## src/rtl/complex_word_packer.sv

```systemverilog
// Packs a real sample followed by an imaginary sample into one {real, imag} word.
// Handshakes use valid/ready on both sides. Tag errors cause a realign and are counted.
module complex_word_packer #(
  parameter int WIDTH_IN_WORD = 32,
  parameter int ERR_CNT_WIDTH = 8
) (
  input  logic                          clk_i,
  input  logic                          rstn_i,
  input  logic [(WIDTH_IN_WORD>>1)-1:0] sample_i,
  input  logic                          real_tag_i,
  input  logic                          valid_i,
  output logic                          ready_o,
  output logic [WIDTH_IN_WORD-1:0]      RIword_o,
  output logic                          valid_o,
  input  logic                          ready_i,
  output logic [ERR_CNT_WIDTH-1:0]      err_cnt_o
);

  localparam int SW = WIDTH_IN_WORD >> 1;
  localparam logic [ERR_CNT_WIDTH-1:0] ERR_ONE = ERR_CNT_WIDTH'(1);
  localparam logic [ERR_CNT_WIDTH-1:0] ERR_MAX = '1;

  typedef enum logic {S_REAL, S_IMAG} state_t;

  state_t        state;
  logic [SW-1:0] real_q;
  logic          acc;
  logic          drn;

  // Valid/ready rule on both sides: a transfer happens on a rising clk_i edge
  // where valid and ready are both high. ready_o never looks at valid_i.
  // A real part can always be taken, because it does not touch the output
  // register. An imaginary part needs the output register free or draining.
  // Reset forces ready_o high so upstream is not blocked while in reset.
  assign ready_o = ~rstn_i | (state == S_REAL) | ~valid_o | ready_i;
  assign acc     = valid_i & ready_o;
  assign drn     = valid_o & ready_i;

  always_ff @(posedge clk_i) begin
    if (!rstn_i) begin
      state     <= S_REAL;
      real_q    <= '0;
      RIword_o  <= '0;
      valid_o   <= 1'b0;
      err_cnt_o <= '0;
    end else begin
      // A load later in this block overrides the drain, so there is no bubble.
      if (drn) valid_o <= 1'b0;
      if (acc) begin
        case (state)
          S_REAL: begin
            if (real_tag_i) begin
              real_q <= sample_i;
              state  <= S_IMAG;
            end else if (err_cnt_o != ERR_MAX) begin
              err_cnt_o <= err_cnt_o + ERR_ONE;
            end
          end
          S_IMAG: begin
            if (!real_tag_i) begin
              RIword_o <= {real_q, sample_i};
              valid_o  <= 1'b1;
              state    <= S_REAL;
            end else begin
              real_q <= sample_i;
              if (err_cnt_o != ERR_MAX) err_cnt_o <= err_cnt_o + ERR_ONE;
            end
          end
          default: state <= S_REAL;
        endcase
      end
    end
  end

endmodule

```

## config.mk

```make
export PLATFORM = sky130hd
export DESIGN_NAME = complex_word_packer
export DESIGN_NICKNAME = d
export VERILOG_FILES = /design/src/rtl/complex_word_packer.sv
export SDC_FILE = /design/constraint.sdc
export NUM_CORES = 1
export LEC_CHECK = 0
export CAP_MARGIN = 30
export CORE_MARGIN = 4
export CORE_UTILIZATION = 50
export CTS_CLUSTER_SIZE = 40
export DETAILED_ROUTE_END_ITERATION = 7
export PLACE_DENSITY = 0.8
export SKIP_CTS_REPAIR_TIMING = 1
export SYNTH_ARGS = -nofsm -noshare
export SYNTH_HDL_FRONTEND = slang
export SYNTH_SLANG_ARGS = --single-unit
export TNS_END_PERCENT = 5
```

## constraint.sdc

```tcl
create_clock -name clk_i -period 2.2 [get_ports clk_i]
set_input_delay 0.44 -clock clk_i [delete_from_list [all_inputs] [get_ports clk_i]]
set_output_delay 0.44 -clock clk_i [all_outputs]
set_load 0.01 [all_outputs]
```

### After elaboration in Yosys (flattened, before gate mapping)

Index checks and enable logic that the tools add are counted.

* register bits: 58
* bits of input ports: 21
* output and inout bits: 42
* logic and storage cells: 31

* $add $sub $neg: 1
* equal/unequal tests: 3
* mux-type cells: 10
* bitwise logic cells: 9
* reduce and logical (&&, ||, !) cells: 3

Operators with widths (count)
* $mux W8: 3
* $mux W16: 1
* $pmux W8 S2: 1
* $add A8 B1 Y8 const B: 1
* $ne A8 B8 Y1 const B: 1
* $reduce_and A3 Y1: 2
* $mux W1: 5
* $ne A2 B2 Y1 const B: 2
* $not A1 Y1: 4
* $or A1 B1 Y1: 3
* $and A1 B1 Y1: 2
* $reduce_and A2 Y1: 1

### Depth between registers and ports, before layout

Gate-level depths: netlist of run 1.

* depth after elaboration: 6
* mapped depth: 7
* depth with buffers taken out: 5

### Worst setup path after synthesis of run 1

Ideal clock, no wire load.

* path kind: input-to-reg
* from: input port real_tag_i
* to: register err_cnt_o[4]
* setup time: 0.070 ns
* arrival: 1.518 ns
* data required time: 2.130 ns
* path slack: 0.612 ns
* stages: 5
* path buffers: 0
* cells stage by stage: inv_1 > ha_1 > nand3_4 > or4_1 > a21oi_1

* cells in the longest elaborated chain, start to end: 2
* elaborated cells on any way between the ends: 3
* classes of those cells: eq/ne (2); reduce/logical (1)

RTL lines
* start: declaration: RTL line 10 `input logic real_tag_i,`
* $ne A2 B2 Y1 (no line)
* $reduce_and A3 Y1 (no line) *
* end signal: assignment: RTL line 56 `err_cnt_o <= err_cnt_o + ERR_ONE;`
* end signal: assignment: RTL line 66 `if (err_cnt_o != ERR_MAX) err_cnt_o <= err_cnt_o + ERR_ONE;`
* end: declaration: RTL line 16 `output logic [ERR_CNT_WIDTH-1:0] err_cnt_o`

Every way passes the cells marked *; elsewhere a longest branch is shown, timed or not.
A chain may end at the register's enable or synchronous reset.

### Worst setup path after layout of run 1

* from: input port rstn_i
* to: output port ready_o

* cells in the longest elaborated chain, start to end: 4

RTL lines
* start: declaration: RTL line 8 `input logic rstn_i,`
* $not A1 Y1: RTL line 35 `assign ready_o = ~rstn_i | (state == S_REAL) | ~valid_o | ready_i;`
* $or A1 B1 Y1 (3 in a row): RTL line 35
* end: declaration: RTL line 12 `output logic ready_o,`

No other way between the ends.

==> impl_metrics.csv, run 1 <==
group,metric,value,unit
timing,post-route-period-util,93.3,%
critical_path,crit_chain,"clkdlybuf4s50_1, nand4b_4, clkdlybuf4s50_1",
drt,drtAntennaViolNets,0,
yosys,async_flop_share,0,%
critical_path,slowest_stage,"clkdlybuf4s50_1",
yosys,synth.top_cells.by_area,"dfxtp_1, nand2_1, a21oi_1, buf_6, buf_2",
critical_path,cp-start-kind,"input pin",
clock_network,cts_inserted_buffers,9,
power_and_ir_drop,p_per_area,666,nW/um^2
layout,drive_gt1_share,7.21,%
power_and_ir_drop,p_leak,1.03,nW
drt,drc,0,
timing,slew_headroom,60.8,%
yosys,synth.avg_cell_area,8.23,sq um
timing,tightest_slew,0.589,ns
layout,area_growth,35.2,%
power_and_ir_drop,power,1.99,mW
drt,drtIter0Drc,156,
critical_path,cp.arrival,1.61,ns
worst_hold_path,hp-class,"register to register",
timing,finalMaxSlewViolations,0,
die,fp-row-count,23,
timing,fin_crit,2.05,ns
clock_network,root_buffer,"clkbuf_8",
critical_path,critical_path_required,1.76,ns
timing,layout_setup_ws,0.148,ns
drt,drtPass1Iterations,4,
yosys,synth_flop_cell,"dfxtp_1",
layout,diodes,0,
drt,drt-vias-per-instance,5.36,
timing,rsz0062_at_grt,"false",
yosys,synth_top_cell_by_area,"dfxtp_1",
clock_network,clock-sinks,58,
yosys,postSynthCellCount,268,
critical_path,path_common_cell,"clkdlybuf4s50_1",
yosys,yosysWarnings,0,
critical_path,crit_type,"input pin to primary output",
grt,grt_pass1_wl,8.39,mm
critical_path,critPathBufInv,2,
die,die_w,74.4,um
critical_path,slowest_delay,0.53,ns
power_and_ir_drop,ir_drop,375,uV
timing,max_freq,487,MHz
critical_path,r2r.worst_path.cells,4,
die,start_util,53.2,%
place,pre_cts_slack,0.00808,ns
place,io_buffers,62,
clock_network,path_clk_slew,0.06,ns
yosys,synthDistinctLibCells,29,
timing,finalSetupViolCount,0,
timing,hold_viol,0,
critical_path,crit_family,"buffers and inverters",
critical_path,endpoint_kind,"primary output",
layout,utilization,72.0,%
clock_network,htreeDepth,3,
grt,grt_overflow_total,0,
timing,final.setup.tns,0,ns
worst_hold_path,min_to,"RIword_o[22]",
grt,grt_start_max_net_pins,48,
clock_network,clock_latency,0.33,ns
yosys,synth_edf_count,0,
layout,fillers,351,
job,drv_cap,0,
die,io_pins,63,
place,gp_congestion,0.869,
die,die_area,5540,sq um
critical_path,regToRegEndpoint,"err_cnt_o[4]",
yosys,seq_area_frac_synth,52.7,%
run_status,status,"complete, no violations",
grt,first_global_vias,1918,
layout,final_cell_mix,"nand2_1, clkdlybuf4s50_1, dfxtp_1, a21oi_1, clkbuf_8",
yosys,synth_fp_nets,291,
grt,antenna_found_initial,0,
clock_network,cts_tree,"done",
clock_network,cts_buffer_depth,2,
drt,wirelength,5.15,mm
layout,layout_commonest_cell,"nand2_1",
layout,seq_area,1160,sq um
place,dp_hpwl,3.55,mm
layout,final_nets,354,
drt,wire_per_inst,13.5,um
worst_hold_path,hold_start,"real_q[6]",
timing,clock_skew,0.00636,ns
critical_path,r2r_start,"state",
yosys,synth_seq_cells,58,
critical_path,crit_fanout,5,
layout,multi_input_area,921,sq um
yosys,netlist_area,2200,sq um
die,coreArea,4140,sq um
yosys,synth_top_area_share,52.7,%
die,die_y,74.4,um
drt,vias,2053,
grt,grt_use_total,20.0,%
critical_path,reg2reg_slack,0.62,ns
worst_hold_path,hold_depth,2,
[metal layers]
layer  track usage, %  share of wire [%]
met3             7.57                6.3
met2             33.0                 50
met5                0                  0
met4             8.10               0.91
met1             23.4                 43
[logic make-up after synthesis]
group	after synthesis	share of synthesized area, %
simple gates	122	24.2
compound gates	66	16.5
flops	58	52.7
buf+inv	20	5.56
fa+ha+maj	2	1.13
[cells in the mapped netlist, types with 3 or more instances]
master    instances
buf_2             5
buf_6             5
a21oi_1          55
nand3_1           5
inv_1             3
clkbuf_1          6
nand2_1         100
dfxtp_1          58
nor2_1            4
and3_2            3
[flip-flops by register name, summed over array words and instances, names as in the netlist]
name / cells
real_q: 16
valid_o: 1
state: 1
err_cnt_o: 8
RIword_o: 32
[power breakdown]
part	switching, mW	internal, mW	total (mW)
combinational	0.0771	0.0751	0.152
sequential	0.0139	1.07	1.09
clock	0.358	0.388	0.746
total	0.449	1.54	1.99
[through the flow]
stage	hold WS (ns)	cells	cell area, sq um
after floorplan	0.432	268	2200
after global placement	0.437	370	2840
after detailed placement	0.443	370	2840
after CTS	0.451	383	2980
after global routing	0.466	383	2980
final	0.451	383	2980
[how the worst max path moves through the flow]
stage | startpoint | slack, ns | depth (start not counted) | end
3_5_place_dp | real_tag_i | 0.008 | 6 | err_cnt_o[4]
6_report | rstn_i | 0.15 | 3 | ready_o
2_1_floorplan | real_tag_i | 0.61 | 5 | err_cnt_o[4]
3_3_place_gp | real_tag_i | 0.03 | 6 | err_cnt_o[4]
4_1_cts | rstn_i | 0.15 | 3 | ready_o
5_1_grt | rstn_i | 0.10 | 3 | ready_o
[worst reg2reg max path, cell delays in order, from the launching register on]
cell,delay [ns]
dfxtp_1,0.36
ha_1,0.36
nand3_4,0.11
or4_1,0.52
a21oi_1,0.15
[final cells by class]
type	instances	area share, %
flip-flops and latches	58	38.9
multi-input cells	190	30.9
repair buffers	69	23.0
clock buffers	12	4.53
well taps	50	2.10
inverters	3	0.378
clock inverters	1	0.168
No activity file was read; power rests on OpenSTA's default activity.
==> inputs of run 2 (changes only) <==
Settings changed: CORE_UTILIZATION 50 to 25, GPL_ROUTABILITY_DRIVEN from default to 0, PLACE_DENSITY 0.8 to 0.44.
==> run 2 against run 1 <==
  * Flip-flop and latch count did not move
  * Combinational power increased by 5%
  * Setup slack worse by 0.035 ns
  * Fmax is 1.7% lower
  * Global-route usage fell by 8.2 points
  * Hold slack got worse by 0.00073 ns
  * Die area grew 88%
  * Sequential power hardly changed
  * Non-clock buffer count grew 1
  * Design area is 4.5% higher
  * Critical path depth stayed put
  * Utilization is 35 points lower
==> impl_metrics.csv, run 2 (synthesized netlist as in run 1, its figures left out) <==
group,metric,value,unit
layout,largest_reg_flops,32,
power_and_ir_drop,ir_drop,225,uV
timing,clock_skew,0.0101,ns
critical_path,cp.arrival,1.65,ns
die,die_w,102,um
place,dp_hpwl,3.82,mm
job,drv_cap,0,
drt,wire_per_inst,13.1,um
power_and_ir_drop,p_per_area,705,nW/um^2
grt,grt_start_max_net_pins,34,
layout,regMostFlops,"RIword_o",
timing,post-route-period-util,94.8,%
die,die_area,10400,sq um
clock_network,clock_latency,0.33,ns
die,io_pins,63,
run_status,status,"complete, no violations",
timing,tightest_slew,0.651,ns
clock_network,path_clk_slew,0.07,ns
timing,finalSetupViolCount,0,
timing,fin_crit,2.09,ns
layout,area_growth,41.3,%
clock_network,clock-sinks,58,
power_and_ir_drop,p_leak,1.07,nW
layout,final_cell_mix,"nand2_1, clkdlybuf4s50_1, dfxtp_1, a21oi_1, clkbuf_8",
grt,grt_overflow_total,0,
clock_network,cts_inserted_buffers,9,
layout,drive_gt1_share,8.63,%
power_and_ir_drop,power,2.20,mW
clock_network,htreeDepth,3,
critical_path,critical_path_required,1.76,ns
die,die_y,102,um
drt,vias,1961,
timing,rsz0062_at_grt,"false",
die,start_util,26.3,%
clock_network,cts_buffer_depth,2,
drt,drtPass1Iterations,4,
drt,drc,0,
critical_path,crit_type,"input pin to primary output",
grt,grt_use_total,11.8,%
clock_network,root_buffer,"clkbuf_8",
timing,layout_setup_ws,0.113,ns
critical_path,cp-start-kind,"input pin",
drt,drtAntennaViolNets,0,
die,coreArea,8380,sq um
timing,max_freq,479,MHz
place,pre_cts_slack,0.0196,ns
timing,finalMaxSlewViolations,0,
grt,first_global_vias,1926,
grt,antenna_found_initial,0,
place,io_buffers,62,
worst_hold_path,hp-class,"register to register",
timing,hold_viol,0,
critical_path,crit_fanout,6,
critical_path,endpoint_kind,"primary output",
layout,fillers,882,
timing,slew_headroom,56.6,%
layout,diodes,0,
layout,layout_commonest_cell,"nand2_1",
drt,drtIter0Drc,91,
clock_network,cts_tree,"done",
die,fp-row-count,33,
grt,grt_pass1_wl,9.56,mm
drt,drt-vias-per-instance,4.45,
drt,wirelength,5.79,mm
layout,reg_top3,"RIword_o x32, real_q x16, err_cnt_o x8",
layout,utilization,37.2,%
timing,final.setup.tns,0,ns
layout,final_nets,355,
## run 2: cell count changes in the layout (fill, tap and decap cells not counted), sizes merged
cell,change
inv,+1
buf,+1
bufinv,+1
## run 2: power breakdown
part	leakage, nW	switching (mW)	internal [mW]
Combinational	0.503	0.0806	0.0781
Sequential	0.470	0.0135	1.07
Clock	0.0962	0.405	0.545
## run 2: area by class of cell
type / count / area [sq um] / area share (%)
sequential: 58 / 1160 / 37.3
multi-input combinational: 190 / 921 / 29.6
timing repair buffer: 70 / 706 / 22.7
clock buffer: 12 / 145 / 4.66
tap: 105 / 131 / 4.22
clock inverter: 3 / 40.0 / 1.29
inverter: 3 / 11.3 / 0.361
## run 2: per-layer routing
metal / GRT usage [%] / vias up / routed length, um
li1: - / 1021 / -
met1: 16.1 / 880 / 2940
met2: 17.6 / 50 / 2450
met3: 3.14 / 10 / 337
met4: 5.15 / 0 / 55
met5: 0 / - / 0
## run 2: through the flow
stage	hold WS, ns	std cells	cell area, sq um
3_5_place_dp	0.443	426	2930
6_report	0.451	441	3120
4_1_cts	0.452	441	3120
5_1_grt	0.472	441	3120
2_1_floorplan	0.432	268	2200
3_3_place_gp	0.441	426	2930
## run 2: critical path, stage by stage
cell	delay, ns
clkdlybuf4s50_1	0.48
nand4b_4	0.17
clkdlybuf4s50_1	0.56
## run 2: final timing paths
kind	from	end	slack, ns	cells after the start
max	ready_i	ready_o	0.11	3
min	real_q[14]	RIword_o[30]	0.45	2
max reg2reg	state	RIword_o[28]	0.59	4
min reg2reg	real_q[14]	RIword_o[30]	0.45	2
==> inputs of run 3 (changes only) <==
Settings changed: SLEW_MARGIN from default to 20.
==> results of run 3 <==
No change in the layout: final DEF, timing and power equal those of run 2.
